$ cat src/rtl/image_blend_pipe_if.sv
// Stream bundle for image_blend_pipe: one input beat carries a pixel from
// each of two source images, and one output beat carries the blended pixel.
// The DUT side is "slave" (it consumes s_* and produces m_*); the producer
// and consumer side is "master".
interface image_blend_pipe_if #(
   parameter int DATA_W = 8,
   parameter int CH     = 3
) ();

   logic                 s_valid;
   logic                 s_ready;
   logic [CH*DATA_W-1:0] s_pix_a;
   logic [CH*DATA_W-1:0] s_pix_b;
   logic                 m_valid;
   logic                 m_ready;
   logic [CH*DATA_W-1:0] m_pix;
   logic                 m_last;

   modport slave (
      input  s_valid, s_pix_a, s_pix_b, m_ready,
      output s_ready, m_valid, m_pix, m_last
   );

   modport master (
      output s_valid, s_pix_a, s_pix_b, m_ready,
      input  s_ready, m_valid, m_pix, m_last
   );

endinterface

$ cat src/rtl/image_blend_pipe.sv
// image_blend_pipe: two-stage streaming blender.
// Each channel computes out = trunc(a*wa) + trunc(b*wb), where trunc keeps
// the upper DATA_W bits of the 2*DATA_W product. The channel sum either
// wraps or saturates depending on the per-frame sat mode. Weights are
// latched per frame: a cfg_load updates the pending set, and the pending
// set is copied to the active set on the first accepted beat of a frame.

// Approximate 8x8 multiplier core: partial-product bits in the four
// least significant columns are dropped. Those columns only influence
// the low byte of the product, which the blender discards anyway, apart
// from a possible carry into the upper byte.
module multiplier2 (
   input  logic [7:0]  a,
   input  logic [7:0]  b,
   output logic [15:0] p
);

   // Sum the kept partial-product bits column by column.
   always_comb begin
      p = '0;
      for (int i = 0; i < 8; i++) begin
         for (int j = 0; j < 8; j++) begin
            if ((a[i] & b[j]) && ((i + j) >= 4)) begin
               p = p + (16'd1 << (i + j));
            end
         end
      end
   end

endmodule

module image_blend_pipe #(
   parameter int DATA_W    = 8,
   parameter int CH        = 3,
   parameter int FRAME_PIX = 270000,
   parameter int APPROX    = 0
) (
   input  logic              clk,
   input  logic              rst_n,
   input  logic              cfg_load,
   input  logic [DATA_W-1:0] cfg_wa,
   input  logic [DATA_W-1:0] cfg_wb,
   input  logic              cfg_sat,
   image_blend_pipe_if.slave strm,
   output logic              sat_flag,
   output logic [15:0]       frame_cnt
);

   localparam int PW    = 2 * DATA_W;
   localparam int CNT_W = (FRAME_PIX > 1) ? $clog2(FRAME_PIX) : 1;
   localparam logic [CNT_W-1:0]  LAST_IDX = CNT_W'(FRAME_PIX - 1);
   localparam logic [DATA_W-1:0] W_RESET  = DATA_W'(1) << (DATA_W - 1);

   logic              stall;
   logic              accept;
   logic              frame_start;

   logic [DATA_W-1:0] pend_wa;
   logic [DATA_W-1:0] pend_wb;
   logic              pend_sat;
   logic [DATA_W-1:0] act_wa;
   logic [DATA_W-1:0] act_wb;
   logic              act_sat;
   logic [DATA_W-1:0] eff_wa;
   logic [DATA_W-1:0] eff_wb;
   logic              eff_sat;

   logic [CNT_W-1:0]  pix_cnt;

   logic [PW-1:0]     prod_a [CH];
   logic [PW-1:0]     prod_b [CH];

   logic              s1_valid;
   logic [PW-1:0]     s1_pa [CH];
   logic [PW-1:0]     s1_pb [CH];
   logic              s1_last;
   logic              s1_sat;

   logic [DATA_W:0]       ch_sum [CH];
   logic [CH*DATA_W-1:0]  blend_pix;
   logic                  sat_hit;

   // A held output blocks the whole pipe; the input side sees that directly.
   assign stall        = strm.m_valid && !strm.m_ready;
   assign strm.s_ready = !stall;
   assign accept       = strm.s_valid && !stall;
   assign frame_start  = (pix_cnt == '0);

   // The first beat of a frame already uses the values being copied in,
   // so it reads the pending set; the rest of the frame reads the active set.
   always_comb begin
      eff_wa  = act_wa;
      eff_wb  = act_wb;
      eff_sat = act_sat;
      if (frame_start) begin
         eff_wa  = pend_wa;
         eff_wb  = pend_wb;
         eff_sat = pend_sat;
      end
   end

   // Pending configuration captured on the cfg_load pulse.
   always_ff @(posedge clk or negedge rst_n) begin
      if (!rst_n) begin
         pend_wa  <= W_RESET;
         pend_wb  <= W_RESET;
         pend_sat <= 1'b0;
      end else if (cfg_load) begin
         pend_wa  <= cfg_wa;
         pend_wb  <= cfg_wb;
         pend_sat <= cfg_sat;
      end
   end

   // Active configuration follows pending only at a frame boundary; a
   // same-cycle cfg_load is not visible here yet and lands next frame.
   always_ff @(posedge clk or negedge rst_n) begin
      if (!rst_n) begin
         act_wa  <= W_RESET;
         act_wb  <= W_RESET;
         act_sat <= 1'b0;
      end else if (accept && frame_start) begin
         act_wa  <= pend_wa;
         act_wb  <= pend_wb;
         act_sat <= pend_sat;
      end
   end

   // Position of the next accepted beat within its frame.
   always_ff @(posedge clk or negedge rst_n) begin
      if (!rst_n) begin
         pix_cnt <= '0;
      end else if (accept) begin
         if (pix_cnt == LAST_IDX) begin
            pix_cnt <= '0;
         end else begin
            pix_cnt <= pix_cnt + CNT_W'(1);
         end
      end
   end

   // Per-channel multipliers and the stage-2 truncated sum.
   for (genvar c = 0; c < CH; c++) begin : g_ch
      logic [DATA_W-1:0] ch_a;
      logic [DATA_W-1:0] ch_b;
      logic              unused_lo;

      assign ch_a = strm.s_pix_a[c*DATA_W +: DATA_W];
      assign ch_b = strm.s_pix_b[c*DATA_W +: DATA_W];

      if ((APPROX != 0) && (DATA_W == 8)) begin : g_approx
         multiplier2 u_mul_a (.a(ch_a), .b(eff_wa), .p(prod_a[c]));
         multiplier2 u_mul_b (.a(ch_b), .b(eff_wb), .p(prod_b[c]));
      end else begin : g_exact
         // APPROX with a non-8-bit width falls back to the exact product.
         assign prod_a[c] = PW'(ch_a) * PW'(eff_wa);
         assign prod_b[c] = PW'(ch_b) * PW'(eff_wb);
      end

      assign ch_sum[c] = {1'b0, s1_pa[c][PW-1:DATA_W]} + {1'b0, s1_pb[c][PW-1:DATA_W]};

      // Low product halves are kept in stage 1 but never reach the output.
      assign unused_lo = ^{s1_pa[c][DATA_W-1:0], s1_pb[c][DATA_W-1:0]};
   end

   // Stage 1: register products, frame-end tag and sat mode on accept.
   always_ff @(posedge clk or negedge rst_n) begin
      if (!rst_n) begin
         s1_valid <= 1'b0;
         s1_last  <= 1'b0;
         s1_sat   <= 1'b0;
         for (int c = 0; c < CH; c++) begin
            s1_pa[c] <= '0;
            s1_pb[c] <= '0;
         end
      end else if (!stall) begin
         s1_valid <= strm.s_valid;
         if (accept) begin
            s1_pa   <= prod_a;
            s1_pb   <= prod_b;
            s1_last <= (pix_cnt == LAST_IDX);
            s1_sat  <= eff_sat;
         end
      end
   end

   // Carry out of a channel sum either clamps to all ones or wraps.
   always_comb begin
      blend_pix = '0;
      sat_hit   = 1'b0;
      for (int c = 0; c < CH; c++) begin
         if (ch_sum[c][DATA_W] && s1_sat) begin
            blend_pix[c*DATA_W +: DATA_W] = '1;
            sat_hit = 1'b1;
         end else begin
            blend_pix[c*DATA_W +: DATA_W] = ch_sum[c][DATA_W-1:0];
         end
      end
   end

   // Stage 2: output register, frozen while the consumer holds off.
   always_ff @(posedge clk or negedge rst_n) begin
      if (!rst_n) begin
         strm.m_valid <= 1'b0;
         strm.m_pix   <= '0;
         strm.m_last  <= 1'b0;
      end else if (!stall) begin
         strm.m_valid <= s1_valid;
         if (s1_valid) begin
            strm.m_pix  <= blend_pix;
            strm.m_last <= s1_last;
         end
      end
   end

   // Sticky saturation indicator, raised as a saturated beat moves to output.
   always_ff @(posedge clk or negedge rst_n) begin
      if (!rst_n) begin
         sat_flag <= 1'b0;
      end else if (!stall && s1_valid && sat_hit) begin
         sat_flag <= 1'b1;
      end
   end

   // Count frames whose last pixel has been handed downstream.
   always_ff @(posedge clk or negedge rst_n) begin
      if (!rst_n) begin
         frame_cnt <= '0;
      end else if (strm.m_valid && strm.m_ready && strm.m_last) begin
         frame_cnt <= frame_cnt + 16'd1;
      end
   end

endmodule
$ cat src/flat_wrapper.sv
// flat-port wrapper written by rule: the top's interface ports become plain ports
module image_blend_pipe_flat 
#(
   parameter int DATA_W    = 8,
   parameter int CH        = 3,
   parameter int FRAME_PIX = 270000,
   parameter int APPROX    = 0
)
  (clk, rst_n, cfg_load, cfg_wa, cfg_wb, cfg_sat, sat_flag, frame_cnt, strm_s_valid, strm_s_pix_a, strm_s_pix_b, strm_m_ready, strm_s_ready, strm_m_valid, strm_m_pix, strm_m_last);
  image_blend_pipe_if #(.DATA_W(DATA_W), .CH(CH)) strm_i ();
  input  logic clk;
  input  logic rst_n;
  input  logic cfg_load;
  input  logic [DATA_W-1:0] cfg_wa;
  input  logic [DATA_W-1:0] cfg_wb;
  input  logic cfg_sat;
  output logic sat_flag;
  output logic [15:0] frame_cnt;
  input wire logic [$bits(strm_i.s_valid)-1:0] strm_s_valid;
  input wire logic [$bits(strm_i.s_pix_a)-1:0] strm_s_pix_a;
  input wire logic [$bits(strm_i.s_pix_b)-1:0] strm_s_pix_b;
  input wire logic [$bits(strm_i.m_ready)-1:0] strm_m_ready;
  output wire logic [$bits(strm_i.s_ready)-1:0] strm_s_ready;
  output wire logic [$bits(strm_i.m_valid)-1:0] strm_m_valid;
  output wire logic [$bits(strm_i.m_pix)-1:0] strm_m_pix;
  output wire logic [$bits(strm_i.m_last)-1:0] strm_m_last;
  assign strm_i.s_valid = strm_s_valid;
  assign strm_i.s_pix_a = strm_s_pix_a;
  assign strm_i.s_pix_b = strm_s_pix_b;
  assign strm_i.m_ready = strm_m_ready;
  assign strm_s_ready = strm_i.s_ready;
  assign strm_m_valid = strm_i.m_valid;
  assign strm_m_pix = strm_i.m_pix;
  assign strm_m_last = strm_i.m_last;
  image_blend_pipe #(.DATA_W(DATA_W), .CH(CH), .FRAME_PIX(FRAME_PIX), .APPROX(APPROX)) u_core (.clk(clk), .rst_n(rst_n), .cfg_load(cfg_load), .cfg_wa(cfg_wa), .cfg_wb(cfg_wb), .cfg_sat(cfg_sat), .strm(strm_i), .sat_flag(sat_flag), .frame_cnt(frame_cnt));
endmodule
$ cat config.mk
export PLATFORM = sky130hd
export DESIGN_NAME = image_blend_pipe_flat
export DESIGN_NICKNAME = d
export VERILOG_FILES = /design/src/rtl/image_blend_pipe_if.sv /design/src/rtl/image_blend_pipe.sv /design/src/flat_wrapper.sv
export SDC_FILE = /design/constraint.sdc
export NUM_CORES = 1
export LEC_CHECK = 0
export CORE_MARGIN = 2
export CORE_UTILIZATION = 55
export CTS_BUF_LIST = sky130_fd_sc_hd__clkbuf_8 sky130_fd_sc_hd__clkbuf_16
export DETAILED_ROUTE_END_ITERATION = 6
export PLACE_DENSITY = 0.74
export RECOVER_POWER = 25
export SLEW_MARGIN = 0
export SYNTH_ARGS = -nofsm -noshare
export SYNTH_HDL_FRONTEND = slang
export SYNTH_SLANG_ARGS = --single-unit
$ cat constraint.sdc
create_clock -name clk -period 7.95 [get_ports clk]
set_clock_uncertainty 0.1 [all_clocks]
set_input_delay 0.795 -clock clk [delete_from_list [all_inputs] [get_ports clk]]
set_output_delay 0.795 -clock clk [all_outputs]
set_load 0.005 [all_outputs]
---- After elaboration in Yosys (flattened, before gate mapping) ----
Index checks and enable logic that the tools add are counted.
storage, ports and cells
  flip-flop bits (word level) ............. 195
  output and inout port bits .............. 44
operators by class
  add/subtract/negate cells ............... 5
  multiply operators ...................... 6
  eq/ne operators ......................... 1
  multiplexer cells ....................... 10
  bitwise logic cells ..................... 1
  reductions and logical operators ........ 15
operator list
  operator                 number
  $mul A8 B8 Y16           6
  $mux W8                  5
  $add A8 B8 Y9            3
  $add A19 B1 Y19 const B  1
  $eq A19 B19 Y1 const B   1
  $logic_not A19 Y1        1
  $mux W19                 1
  $add A16 B1 Y16 const B  1
  $logic_and A1 B1 Y1      10
  $mux W1                  4
  $reduce_and A2 Y1        2
  $logic_not A1 Y1         2
  $not A1 Y1               1

---- Longest topological paths before layout ----
  depth in word-level cells ............... 6
  mapped depth ............................ 27
  mapped depth without buffers ............ 24

---- Least setup slack after synthesis ----
No wires, ideal clock.
  path kind ............................... register to register
  start ................................... reg u_core.pix_cnt[0]
  end ..................................... reg u_core.s1_pa[47] (netlist bit)
  arrival ................................. 6324 ps
  setup slack ............................. 1457 ps
  stages on the path, launching flop included .. 27
  path buffers ............................ 3
  period minus slack after synthesis ...... 6493 ps
  cells stage by stage .................... dfrtp_1 -> inv_1 -> ha_1 -> nor4b_2 -> nand4_1 -> or2_1 -> buf_6 -> buf_6 -> mux2i_1 -> clkbuf_1 -> nand2b_1 -> fa_1 -> fa_1 -> inv_1 -> fa_1 -> inv_1 -> fa_1 -> inv_1 -> ha_1 -> nand2_1 -> or4b_4 -> nor2_1 -> a2111oi_4 -> nor3_2 -> nor3_1 -> or4_1 -> nand3_1
on the way
  longest elaborated chain between the ends .. 3
RTL lines
  element                   RTL line                 source
  start: declaration        image_blend_pipe.sv:68   logic [CNT_W-1:0] pix_cnt;
  start signal: assignment  image_blend_pipe.sv:137  pix_cnt <= pix_cnt + CNT_W'(1);
  $logic_not A19 Y1         image_blend_pipe.sv:87   assign frame_start = (pix_cnt == '0);
  $mux W8                   image_blend_pipe.sv:95   if (frame_start) begin
  $mul A8 B8 Y16            image_blend_pipe.sv:156  assign prod_a[c] = PW'(ch_a) * PW'(eff_wa);
  end signal: assignment    image_blend_pipe.sv:179  s1_pa <= prod_a;
  end: declaration          image_blend_pipe.sv:74   logic [PW-1:0] s1_pa [CH];
No other way between the ends.
A chain may end at the register's enable or synchronous reset.

---- Worst setup path after layout ----
  start ................................... reg u_core.pix_cnt[0]
  end ..................................... reg u_core.s1_pa[15] (netlist bit)
The elaborated chain is that of the path after synthesis.

==> results.ini <==
[cts]
cts-resized-gates = 0
cts_tree = built
insertion_delay_ns = 0.43
clkSlewWorstSetupHoldPaths_ns = 0.06
cts.htree.levels = 4
cts_sinks = 147
cts_hold_buf = 0
clockRootBuffer = clkbuf_16
post_cts_buffers = 0
cts_made_buffers = 17
clock_path_buffers = 2

[worst_setup_path]
critical_path_required_ns = 8.17
r2r_end = u_core.s1_pa[15]
slowest_delay_ns = 0.74
r2r_cells = 21
critPathLaunch = u_core.pix_cnt[0]
cp_max_fo = 16
worstReg2RegStart = u_core.pix_cnt[0]
cp_slowest_cell = a2111oi_0
regToRegSetupSlack_ns = 0.62
arrival_ns = 7.55
cp-start-kind = flop
path_cells = inv_1, ha_1, nor4b_2, nand4_1, or2_1, mux2i_2, nand2b_1, fa_1, fa_1, inv_1, fa_1, inv_1, fa_1, inv_1, ha_1, a2111oi_0, o31a_1, nand3_1, and3_1, o31a_1, o31ai_1
critPathKind = flop to flop
endpoint_kind = flop
crit_end = u_core.s1_pa[15]

[power]
internal_power_w = 0.00389
power.switching_w = 0.00367
powerDensity_nw_per_um2 = 371
switching_share_pct = 48.6
ir_drop_mv = 0.163
p_seq_share_pct = 15.2
p_leak_nw = 10.4
p_comb_share_pct = 74.2
pwr-share-clk_pct = 10.5

[global_route]
grt_usage_pct = 25.7
grt_max_degree = 92
antenna_found_initial = 0
grt_pass1_wl_um = 70700
first_global_vias = 14200
grt_overflow = 0

[die]
die_y_um = 186
pin_count = 114
dieWidth_um = 186
design.die.area_um2 = 34600
num_rows = 66
initial_core_util_pct = 56.0
core_area_um2 = 32500

[synth]
syn_nets = 2408
ys_top_cells_by_area = fa_1 (23%), dfrtp_1 (20%), ha_1 (15%)
synth_ff_type = dfrtp_1
netlist.area_leader.share_pct = 23.4
yosysTopAreaCell = fa_1
synth-edff-count = 0
synth-seq-cells = 147
synthesis.instances = 1900
synth.yosys.seq_area_share_pct = 20.2
synth.distinct_cells = 63
async_flop_share_pct = 100
synthTopCellsByCount = inv_1 (276), ha_1 (225), fa_1 (213)
yosysMostFrequentCell = inv_1
yosys_warnings = 0
syn_area_um2 = 18200
syn_area_per_cell_um2 = 9.59

[place]
portBuffers = 113
hpwl_um = 33500
place_congestion = 0.866
dp.cells = 2421
dp_slack_ns = 0.677

[drt]
firstDrtPassIters = 5
routed_wl_um = 41800
vias = 13500
vias_per_cell = 5.49
wl_per_cell_um = 17.0
drtIter0Drc = 623
drc = 0
postRouteAntennaNets = 0

[timing]
timing.fmax_mhz = 136
finalCriticalPeriod_ns = 7.33
hold_violations = 0
rsz0062_at_grt = false
worst_slew_pin_slew_ns = 4.59
timing.final.ws_setup_ns = 0.621
timing.final.crit_share_pct = 92.2
setup_tns_ns = 0
finalSetupViolCount = 0
slew_headroom_pct = -206
slew_violations = 87

[final_layout]
layout.nets = 2506
n_fill_cell = 2725
n_antenna_cell = 0
stdcell_count = 2452
drive_gt1_share_pct = 6.12
area_growth_pct = 12.1

[flow_run]
max-cap-violations = 1

[outcome]
violations = capacitance limit, slew limit
status = complete, but fails checks

[min_path]
hold_class = flop to flop

## area by class of cell
| cell class | instances | area [um^2] | area share, % |
|---|---|---|---|
| clock buffers | 17 | 425 | 2.08 |
| clock inverters | 14 | 154 | 0.754 |
| inverters | 276 | 1040 | 5.07 |
| multi-input cells | 1423 | 13300 | 65.1 |
| flip-flops and latches | 147 | 3680 | 18.0 |
| well taps | 442 | 553 | 2.71 |
| repair buffers | 133 | 1270 | 6.24 |
## cell families after synthesis
| logic type | after synthesis | share of synthesized area, % |
|---|---|---|
| and+or+nand+nor | 637 | 19.2 |
| buffers and inverters | 330 | 6.88 |
| muxes | 56 | 3.39 |
| adders and majority gates | 438 | 38.9 |
| DFF | 147 | 20.2 |
| xor gates and xnor gates | 87 | 4.18 |
| AOI/OAI and AO/OA | 205 | 7.21 |
## flip-flops by register name, summed over array words and instances, names as in the netlist
| signal | cells |
|---|---|
| u_core.act_sat | 1 |
| u_core.act_wa | 8 |
| u_core.act_wb | 8 |
| u_core.frame_cnt | 16 |
| u_core.pend_sat | 1 |
| u_core.pend_wa | 8 |
| u_core.pend_wb | 8 |
| u_core.pix_cnt | 19 |
| u_core.s1_last | 1 |
| u_core.s1_pa | 24 |
| u_core.s1_pb | 24 |
| u_core.s1_sat | 1 |
| u_core.s1_valid | 1 |
| u_core.sat_flag | 1 |
| u_core.strm.m_last | 1 |
| u_core.strm.m_pix | 24 |
| u_core.strm.m_valid | 1 |
## placed cells by master (no fill, tap or decap), types with 6 or more instances in the layout
cell type	synthesis	routed
xnor2_1	50	50
fa_1	213	213
nand2_1	146	145
clkbuf_16	0	17
ha_1	225	225
nand3_1	32	32
mux2_2	46	46
dfrtp_1	143	143
o31ai_1	6	6
clkdlybuf4s50_1	0	112
o21a_1	11	11
inv_1	276	278
a31oi_1	31	31
nor2_1	63	63
a21o_1	13	13
nor2b_1	168	168
a21oi_1	34	34
nor3_1	14	14
o21ai_1	8	8
nand4_1	11	11
and2b_1	15	15
and3_1	17	17
buf_4	0	20
xor2_1	37	37
o21ai_0	60	60
and2_1	116	116
nand2b_1	21	21
## worst min-delay path by stage
stage	from	endpoint	slack [ns]	depth (start not counted)
2_1_floorplan	u_core.s1_last	u_core.strm.m_last	0.34	2
3_3_place_gp	u_core.frame_cnt[15]	u_core.frame_cnt[15]	0.36	1
3_5_place_dp	u_core.frame_cnt[15]	u_core.frame_cnt[15]	0.37	1
4_1_cts	rst_n	u_core.frame_cnt[5]	0.36	1
5_1_grt	u_core.frame_cnt[15]	u_core.frame_cnt[15]	0.40	1
6_report	u_core.frame_cnt[15]	u_core.frame_cnt[15]	0.37	1
## routing by layer
layer  GRT usage (%)  wire [um]  up-vias
li1                -          -     6324
met1            34.9      18500     6749
met2            44.5      20900      335
met3            3.38       1870       51
met4            4.88        532        0
met5               0          0        -
## per-stage QoR
| stage | instance area [um^2] | hold slack [ns] | util [%] | power, W |
|---|---|---|---|---|
| finish | 20400 | 0.370 | 62.8 | 0.00757 |
| global placement | 19900 | 0.360 | 61.0 | 0.00652 |
| CTS | 20400 | 0.357 | 62.8 | 0.00763 |
| floorplan | 18200 | 0.339 | - | 0.00520 |
| detailed placement | 19900 | 0.366 | 61.0 | 0.00677 |
| global route | 20400 | 0.397 | 62.8 | 0.00855 |
## critical path, delay by kind of cell (launching register included)
kind	cells	cell delay, ns
adders and majority gates	6	2.33
and+or+nand+nor	6	1.82
AOI/OAI and AO/OA	4	1.56
muxes	1	0.73
DFF	1	0.45
buffers and inverters	4	0.23
## power by group through the flow
stage / clock (W) / combinational [W] / sequential, W
after global routing: 0.000847 / 0.00653 / 0.00118
after global placement: 0 / 0.00537 / 0.00115
after CTS: 0.000811 / 0.00566 / 0.00115
after floorplan: 0 / 0.00410 / 0.00110
after detailed placement: 0 / 0.00561 / 0.00116
final: 0.000797 / 0.00562 / 0.00115
Note: power is estimated with default switching activity, not from simulation.
